`src/rtl/dlf_pkg.sv`:
```
// Shared DLFloat16 constants, exception flag indices and converter FSM states.
// DLFloat16 layout: {sign[15], exp[14:9] biased by 31, mant[8:0]}, no subnormals.
package dlf_pkg;

  localparam int DLF_EXP_W  = 6;
  localparam int DLF_MANT_W = 9;
  localparam int DLF_BIAS   = 31;

  localparam int EXC_INVALID   = 4;
  localparam int EXC_OVERFLOW  = 3;
  localparam int EXC_DIV_ZERO  = 2;
  localparam int EXC_UNDERFLOW = 1;
  localparam int EXC_INEXACT   = 0;

  localparam logic [15:0] DLF_NAN_POS = 16'h7FFF;
  localparam logic [15:0] DLF_NAN_NEG = 16'hFFFF;

  localparam logic [31:0] INT32_MAX = 32'h7FFF_FFFF;
  localparam logic [31:0] INT32_MIN = 32'h8000_0000;

  typedef enum logic [2:0] {
    IDLE,
    DECODE,
    SHIFT,
    PACK,
    DONE
  } f2i_state_t;

  function automatic logic [4:0] exc_bit(input int idx);
    return 5'b1 << idx;
  endfunction

endpackage

```
`src/rtl/dlf16_classify.sv`:
```
// Combinational decode of a DLFloat16 operand into sign, zero, NaN/Inf,
// unbiased exponent (two's complement, -31..32) and mantissa.
module dlf16_classify (
  input  logic [15:0] in_float,
  output logic        sign,
  output logic        zero,
  output logic        nan,
  output logic [6:0]  exp_unb,
  output logic [8:0]  mant
);
  import dlf_pkg::*;

  logic [DLF_EXP_W-1:0] exp_b;

  assign sign    = in_float[15];
  assign exp_b   = in_float[14:9];
  assign mant    = in_float[8:0];
  assign zero    = (exp_b == '0);
  // Single NaN/Inf encoding per sign; other exp=63 codes are just large numbers.
  assign nan     = (in_float[14:0] == DLF_NAN_POS[14:0]);
  assign exp_unb = {1'b0, exp_b} - 7'(DLF_BIAS);

endmodule

```
`src/rtl/fp_float2int.sv`:
```
// DLFloat16 -> signed int32 converter using a bounded per-cycle left shifter.
// Optional macro FP_FLOAT2INT_RNE_EN selects round-to-nearest-even instead of truncation.
//
// state  | meaning
// IDLE   | waiting for an operand, in_ready high
// DECODE | classify operand; specials resolve straight to DONE
// SHIFT  | shift accumulator left by up to SHIFT_STEP per cycle
// PACK   | extract integer/fraction, round, apply sign
// DONE   | result held until out_ready
module fp_float2int #(
  parameter int SHIFT_STEP = 8
) (
  input  logic        clk,
  input  logic        rst,
  input  logic        in_valid,
  output logic        in_ready,
  input  logic [15:0] in_float,
  output logic        out_valid,
  input  logic        out_ready,
  output logic [31:0] int_out,
  output logic [4:0]  exceptions
);
  import dlf_pkg::*;

  localparam logic [4:0] STEP = 5'(SHIFT_STEP);

  f2i_state_t  state;
  logic [15:0] op_q;
  logic [39:0] acc;
  logic [4:0]  remaining;

  logic        op_sign;
  logic        op_zero;
  logic        op_nan;
  logic [6:0]  op_exp_unb;
  logic [8:0]  op_mant;
  logic signed [6:0] e_unb;

  dlf16_classify u_classify (
    .in_float (op_q),
    .sign     (op_sign),
    .zero     (op_zero),
    .nan      (op_nan),
    .exp_unb  (op_exp_unb),
    .mant     (op_mant)
  );

  assign e_unb = op_exp_unb;

  logic [4:0]  step_amt;
  logic [30:0] mag_trunc;
  logic [8:0]  frac;
  logic        round_up;
  logic [31:0] mag;
  logic [31:0] pack_result;

  assign step_amt  = (remaining > STEP) ? STEP : remaining;
  assign mag_trunc = acc[39:9];
  assign frac      = acc[8:0];

`ifdef FP_FLOAT2INT_RNE_EN
  assign round_up = frac[8] & ((|frac[7:0]) | mag_trunc[0]);
`else
  assign round_up = 1'b0;
`endif

  // Rounding only occurs for E < 9, so the increment can never reach 2^31.
  assign mag         = {1'b0, mag_trunc} + {31'd0, round_up};
  assign pack_result = op_sign ? (~mag + 32'd1) : mag;

  always_ff @(posedge clk or posedge rst) begin
    if (rst) begin
      state      <= IDLE;
      op_q       <= '0;
      acc        <= '0;
      remaining  <= '0;
      in_ready   <= 1'b1;
      out_valid  <= 1'b0;
      int_out    <= '0;
      exceptions <= '0;
    end else begin
      case (state)
        IDLE: begin
          if (in_valid) begin
            op_q     <= in_float;
            in_ready <= 1'b0;
            state    <= DECODE;
          end
        end

        DECODE: begin
          state <= DONE;
          if (op_zero) begin
            int_out    <= '0;
            exceptions <= '0;
            out_valid  <= 1'b1;
          end else if (op_nan) begin
            int_out    <= op_sign ? INT32_MIN : INT32_MAX;
            exceptions <= exc_bit(EXC_INVALID);
            out_valid  <= 1'b1;
          end else if ((e_unb > 7'sd31) ||
                       ((e_unb == 7'sd31) && !(op_sign && (op_mant == '0)))) begin
            int_out    <= op_sign ? INT32_MIN : INT32_MAX;
            exceptions <= exc_bit(EXC_OVERFLOW);
            out_valid  <= 1'b1;
          end else if (e_unb == 7'sd31) begin
            int_out    <= INT32_MIN;
            exceptions <= '0;
            out_valid  <= 1'b1;
          end else if (e_unb[6]) begin
            out_valid <= 1'b1;
`ifdef FP_FLOAT2INT_RNE_EN
            // Magnitude in [0.5, 1): rounds to 1 unless it is exactly the 0.5 tie.
            if ((e_unb == -7'sd1) && (op_mant != '0)) begin
              int_out    <= op_sign ? 32'hFFFF_FFFF : 32'd1;
              exceptions <= exc_bit(EXC_INEXACT);
            end else begin
              int_out    <= '0;
              exceptions <= exc_bit(EXC_UNDERFLOW) | exc_bit(EXC_INEXACT);
            end
`else
            int_out    <= '0;
            exceptions <= exc_bit(EXC_UNDERFLOW) | exc_bit(EXC_INEXACT);
`endif
          end else begin
            acc       <= {30'd0, 1'b1, op_mant};
            remaining <= e_unb[4:0];
            state     <= (e_unb == 7'sd0) ? PACK : SHIFT;
          end
        end

        SHIFT: begin
          acc       <= acc << step_amt;
          remaining <= remaining - step_amt;
          if (remaining == step_amt)
            state <= PACK;
        end

        PACK: begin
          int_out    <= pack_result;
          exceptions <= (|frac) ? exc_bit(EXC_INEXACT) : 5'b0;
          out_valid  <= 1'b1;
          state      <= DONE;
        end

        DONE: begin
          if (out_ready) begin
            out_valid <= 1'b0;
            in_ready  <= 1'b1;
            state     <= IDLE;
          end
        end

        default: begin
          state     <= IDLE;
          in_ready  <= 1'b1;
          out_valid <= 1'b0;
        end
      endcase
    end
  end

endmodule

```
`config.mk`:
```
export PLATFORM = sky130hd
export DESIGN_NAME = fp_float2int
export DESIGN_NICKNAME = d
export VERILOG_FILES = /design/src/rtl/dlf_pkg.sv /design/src/rtl/dlf16_classify.sv /design/src/rtl/fp_float2int.sv
export SDC_FILE = /design/constraint.sdc
export NUM_CORES = 1
export LEC_CHECK = 0
export BUFFER_PORTS_ARGS = -buffer_cell sky130_fd_sc_hd__buf_2
export CAP_MARGIN = 25
export CORE_AREA = 2 2 114 139
export CTS_CLUSTER_DIAMETER = 30
export DETAILED_ROUTE_END_ITERATION = 8
export DIE_AREA = 0 0 116 141
export HOLD_SLACK_MARGIN = 0.08
export PLACE_DENSITY = 0.79
export SLEW_MARGIN = 0
export SYNTH_ARGS = -nofsm -noshare
export SYNTH_HDL_FRONTEND = slang
export SYNTH_SLANG_ARGS = --single-unit
```
`constraint.sdc`:
```
create_clock -name clk -period 5.6 [get_ports clk]
set_input_delay 0.56 -clock clk [delete_from_list [all_inputs] [get_ports clk]]
set_output_delay 0.56 -clock clk [all_outputs]
set_load 0.03 [all_outputs]
```
==> results.yml, run 1 <==
synth:
  async_flop_share: 1.00
  avgSynthCellArea_um2: 8.68
  synth_xor_xnor_area_share: 0.0166
  synth_top_family_by_area: "compound AO/OA/AOI/OAI gates"
  synth_fa_ha_area_frac: 0.00848
  synth_edf_count: 0
  synth_top_flop_cell: "dfrtp_1"
  ys_ff_latch: 102
  syn_nets: 875
  syn_inst: 850
  ys_seq_area_frac: 0.346
  synth_cell_types: 82
  synth_compound_area_frac: 0.271
  synth_area_mm2: 0.00738
  synth-simple-area-share: 0.192
  yosys_warnings: 0
  synthMuxAreaShare: 0.0941
drt:
  postRouteAntennaNets: 0
  vias_per_cell: 6.75
  wl_um: 21500
  wirelength_met1_um: 8550
  drc: 0
  detail_route.wl_per_cell_um: 20.6
  dr_wl_met3_um: 1780
  topRoutingLayerUsed: "met4"
  dr.pass1.iters: 5
  drt_iter0_drc: 916
  route.met2.wl_um: 10300
  route.vias.total: 7047
layout:
  drive_above_1_share: 0.172
  final_util: 0.525
  layout_commonest_cell: "dfrtp_1"
  antennaDiodeCount: 0
  area_delta_synth_final_pct: 7.75
  layout_common_cells: "dfrtp_1, nand2_1, buf_2, a31oi_1, nor2_1"
  fin_nets: 856
power:
  p_leak_uw: 0.00317
  power.density_mw_per_mm2: 679
  ir_drop_mv: 0.397
setup_path:
  worst_path_max_delay_cell: "a21boi_4"
  critPathMaxFanout: 18
  critical_path_class: "flip-flop to flip-flop"
  end_kind: "flip-flop"
  reg2reg_slack_ns: 2.32
  critical_path.max_stage_delay_ns: 0.54
  timing.critical_path.buf_inv: 2
  path_cells: "ha_1 -> a41oi_2 -> a2111oi_4 -> a21boi_4 -> a21oi_2 -> buf_8 -> inv_1 -> mux2_2"
  critical_path_arrival_ns: 3.52
  required_ns: 5.85
  start_kind: "flip-flop"
  critPathTopFamily: "compound AO/OA/AOI/OAI gates"
global_route:
  grt_pass1_vias: 6577
  grt_remaining_overflow: 0
  antenna_found_initial: 0
  grt_pass1_wl_um: 35000
  grt_usage: 0.270
  grt_max_degree: 57
placed_design:
  place_hpwl_um: 14300
  routabilityCongestion: 0.928
  port_buffers: 57
clocking:
  cts_buffers: 9
  h-tree-depth: 3
  ctsHoldBuffers: 0
  cts_buffer_depth: 2
  cts_root_buffer: "clkbuf_16"
  clk_pin_slew_ns: 0.07
  postCtsSetupRepairBufs: 0
  cts_tree: "yes"
  clk_latency_ns: 0.37
  cts-resized-gates: 0
  cts_sinks: 102
timing:
  layout_min_cycle_time_ns: 3.28
  rsz0062_at_grt: "false"
  clock_skew_ns: 0.0113
  tns_ns: 0
  setup_viol_count_final: 0
  hold_violations: 0
  fmax_mhz: 305
  worstMarginPinSlew_ns: 1.06
  slew_viol_final: 0
  final.period_utilization: 0.585
  slew_headroom: 0.289
min_path:
  hp-class: "input port to async pin"
flow_run:
  max-cap-violations: 0
die:
  io_pins: 59
  core_area_mm2: 0.0151
  start_util: 0.487
  rows: 50
  die_area_mm2: 0.0164
  die_h_um: 141
  die_w_um: 116
outcome:
  outcome: "completed"
==> power breakdown <==
group	internal (uW)	switching [uW]	total, uW
Sequential	1060	624	1690
Clock	404	288	691
Combinational	1190	1830	3020
Total	2660	2740	5400
==> worst reg2reg max path: cells and delay by family, from the launching register on <==
| family | cells | cell delay [ns] |
|---|---|---|
| adder cells (fa/ha/maj) | 1 | 0.35 |
| flip-flops | 1 | 0.46 |
| AO/OA/AOI/OAI | 4 | 1.41 |
| multiplexers | 1 | 0.38 |
| buffers and inverters | 2 | 0.57 |
==> cell families after synthesis <==
family	count (synthesis)
compound gates	271
xor+xnor	14
fa+ha+maj	5
buf+inv	125
flops	102
mux	53
other cells	2
simple gates	278
==> cell usage after synthesis, types with 3 or more instances <==
master | n | share of area
a211oi_1 | 26 | 0.026
a21o_1 | 5 | 0.0051
a21oi_1 | 28 | 0.019
a221o_1 | 4 | 0.0054
a22o_1 | 10 | 0.012
a22oi_1 | 9 | 0.0092
a2bb2oi_1 | 14 | 0.017
a311oi_1 | 4 | 0.0047
a31oi_1 | 49 | 0.042
and2_1 | 14 | 0.012
and3_1 | 3 | 0.0025
buf_1 | 4 | 0.0020
buf_2 | 23 | 0.016
clkbuf_1 | 72 | 0.037
dfrtp_1 | 101 | 0.34
ha_1 | 5 | 0.0085
inv_1 | 23 | 0.012
mux2_2 | 19 | 0.029
mux2i_1 | 21 | 0.028
mux4_2 | 11 | 0.034
nand2_1 | 93 | 0.047
nand2b_1 | 3 | 0.0025
nand3_1 | 28 | 0.019
nand3b_1 | 3 | 0.0031
nand4_1 | 7 | 0.0059
nor2_1 | 42 | 0.021
nor2b_1 | 20 | 0.017
nor3_1 | 18 | 0.012
nor4_1 | 8 | 0.0068
nor4b_1 | 3 | 0.0036
o211a_1 | 4 | 0.0054
o211ai_1 | 14 | 0.014
o21ai_0 | 31 | 0.021
o221ai_1 | 5 | 0.0059
o22ai_1 | 17 | 0.014
o2bb2ai_1 | 17 | 0.020
o31ai_1 | 4 | 0.0041
o32ai_1 | 3 | 0.0036
or2_2 | 5 | 0.0042
or3_1 | 13 | 0.011
xnor2_1 | 12 | 0.014
==> cell type report <==
class,count,area [um2]
tap,208,260
clock inverter,4,72.6
clock buffer,12,246
sequential,102,2550
fill,1420,7190
multi-input combinational,623,4320
timing repair buffer,72,405
inverter,23,88.8
==> sequential cells by signal, indices dropped and copies added, names as in the netlist <==
signal / flops
remaining: 5
op_q: 16
state: 3
acc: 40
int_out: 32
in_ready: 1
out_valid: 1
exceptions: 4
==> final timing paths <==
path | start | endpoint | cells past startpoint
max | op_q[9]$_DFFE_PP0P_ | acc[1]$_DFFE_PP0P_ | 8
min | rst | op_q[6]$_DFFE_PP0P_ | 2
max reg2reg | op_q[9]$_DFFE_PP0P_ | acc[1]$_DFFE_PP0P_ | 8
min reg2reg | in_ready$_DFFE_PP1P_ | in_ready$_DFFE_PP1P_ | 2
max in group asynchronous | rst | acc[38]$_DFFE_PP0P_ | 3
min in group clk | in_float[15] | op_q[15]$_DFFE_PP0P_ | 3
==> routing by layer <==
| metal | global-route usage | up-vias |
|---|---|---|
| li1 | - | 3159 |
| met4 | 0.143 | 0 |
| met5 | 0 | - |
| met1 | 0.365 | 3370 |
| met3 | 0.0421 | 78 |
| met2 | 0.416 | 440 |
==> through the flow <==
stage	worst slack (ns)	instances	total power, uW	area, um2	hold slack (ns)
finish	2.32	1044	5400	7950	0.262
global route	2.12	1044	5730	7950	0.326
CTS	2.23	1042	5330	7930	0.296
detailed placement	2.26	1026	4630	7610	0.462
global placement	2.29	1026	4570	7610	0.457
floorplan	2.37	850	3890	7380	0.519
Power figures use the tool's default switching activity.
==> run 2, diff against run 1 <==
--- a/config.mk
+++ b/config.mk
@@ -12,7 +12,7 @@
 export DETAILED_ROUTE_END_ITERATION = 8
 export DIE_AREA = 0 0 116 141
 export HOLD_SLACK_MARGIN = 0.08
-export PLACE_DENSITY = 0.79
+export PLACE_DENSITY = 0.82
 export SLEW_MARGIN = 0
 export SYNTH_ARGS = -nofsm -noshare
 export SYNTH_HDL_FRONTEND = slang
==> constraint.sdc (replaced) <==
create_clock -name clk -period 3 [get_ports clk]
set_input_delay 0.3 -clock clk [delete_from_list [all_inputs] [get_ports clk]]
set_output_delay 0.3 -clock clk [all_outputs]
set_load 0.03 [all_outputs]
==> run 2 against run 1 <==
Effect of this change:
- core utilization rose by 2.0 points
- sequential share of layout area fell by 1.2 points
- hold slack got worse by 0.21 ns
==> results.yml, run 2 (synthesis results as in run 1) <==
outcome:
  outcome: "completed"
timing:
  fmax_mhz: 373
  hold_violations: 0
  slew_headroom: 0.391
  clock_skew_ns: 0.00994
  final.period_utilization: 0.893
  rsz0062_at_grt: "false"
  setup_viol_count_final: 0
  slew_viol_final: 0
  tns_ns: 0
  worstMarginPinSlew_ns: 0.914
  layout_min_cycle_time_ns: 2.68
placed_design:
  port_buffers: 57
  place_hpwl_um: 15200
  place_inst: 1066
  routabilityCongestion: 0.985
setup_path:
  path_cells: "ha_1 -> a41oi_2 -> a2111oi_4 -> a21boi_4 -> a21oi_2 -> buf_4 -> a211o_1"
  required_ns: 3.25
  end_kind: "flip-flop"
  critPathTopFamily: "compound AO/OA/AOI/OAI gates"
  critical_path_arrival_ns: 2.93
  critical_path.max_stage_delay_ns: 0.48
  start_kind: "flip-flop"
  critPathMaxFanout: 15
  worst_path_max_delay_cell: "dfrtp_1"
  critical_path_class: "flip-flop to flip-flop"
  timing.critical_path.buf_inv: 1
clocking:
  cts-resized-gates: 0
  cts_buffer_depth: 2
  h-tree-depth: 3
  ctsHoldBuffers: 0
  clk_latency_ns: 0.36
  cts_tree: "yes"
  postCtsSetupRepairBufs: 0
  cts_sinks: 102
  clk_pin_slew_ns: 0.07
  cts_root_buffer: "clkbuf_16"
  cts_buffers: 9
power:
  ir_drop_mv: 0.801
  power.density_mw_per_mm2: 1280
  p_leak_uw: 0.00338
global_route:
  met1_usage: 0.370
  grt_pass1_wl_um: 36500
  use_met2: 0.444
  grt_max_degree: 103
  grt_usage: 0.281
  antenna_found_initial: 0
  grt_pass1_vias: 6823
  met3_usage: 0.0486
  grt_remaining_overflow: 0
  grt-busiest-layer: "met2"
die:
  io_pins: 59
  core_area_mm2: 0.0151
  start_util: 0.487
  die_h_um: 141
  die_area_mm2: 0.0164
  die_w_um: 116
  rows: 50
drt:
  drt_iter0_drc: 1110
  vias_per_cell: 6.63
  dr.pass1.iters: 9
  postRouteAntennaNets: 0
  wl_um: 22500
  detail_route.wl_per_cell_um: 20.8
  route.vias.total: 7173
  drc: 0
layout:
  area_delta_synth_final_pct: 11.9
  layout_common_cells: "dfrtp_1, nand2_1, buf_2, buf_4, a31oi_1"
  final_util: 0.546
  fin_nets: 894
  largest_reg_flops: 40
  drive_above_1_share: 0.211
  layout_commonest_cell: "dfrtp_1"
  antennaDiodeCount: 0
  reg_top3: "acc: 40 flops, int_out: 32 flops, op_q: 16 flops"
  final_cells: 1082
  regMostFlops: "acc"
min_path:
  hp-class: "input port to async pin"
flow_run:
  max-cap-violations: 0
-- run 2: metrics by stage --
stage                     total power, uW  hold slack (ns)  cell area [um2]  worst slack, ns
after floorplan                      7270            0.417             7380           0.0262
after global placement               8930            0.457             7920            0.467
after detailed placement             9010            0.469             7920            0.392
after CTS                           10400            0.113             8260            0.367
after global routing                11100            0.125             8260            0.191
final                               10500           0.0540             8260            0.321
-- run 2: final cells by class --
type,count,area (um2)
Sequential cell,102,2550
Clock inverter,7,113
Timing Repair Buffer,110,696
Multi-Input combinational cell,623,4320
Clock buffer,9,225
Fill cell,1376,6880
Tap cell,208,260
Inverter,23,88.8
-- run 2: final timing paths --
kind	slack, ns	cells after the start	startpoint	end
setup / recovery	0.32	7	op_q[9]$_DFFE_PP0P_	acc[18]$_DFFE_PP0P_
hold / removal	0.05	3	rst	acc[6]$_DFFE_PP0P_
setup reg to reg	0.32	7	op_q[9]$_DFFE_PP0P_	acc[18]$_DFFE_PP0P_
hold reg to reg	0.47	2	in_ready$_DFFE_PP1P_	in_ready$_DFFE_PP1P_
max in group asynchronous	2.50	3	rst	int_out[9]$_DFFE_PP0P_
min in group clk	0.15	3	in_float[12]	op_q[12]$_DFFE_PP0P_
-- run 2: metal layers --
metal	wire (um)	share of wire
met1	8500	0.38
met5	0	0
met2	10600	0.47
met4	1140	0.051
met3	2220	0.099
-- run 2: worst register-to-register path, cell delays in order, from the launching register on --
cell and delay (ns):
dfrtp_1 0.48, ha_1 0.33, a41oi_2 0.21, a2111oi_4 0.39
a21boi_4 0.39, a21oi_2 0.19, buf_4 0.28, a211o_1 0.31
-- run 2: where the power goes --
| group | total, uW | switching (uW) | internal (uW) | leakage, uW |
|---|---|---|---|---|
| Combinational | 6410 | 3940 | 2470 | 0.00194 |
| Sequential | 2780 | 790 | 1990 | 0.00127 |
| Clock | 1340 | 532 | 811 | 0.000165 |
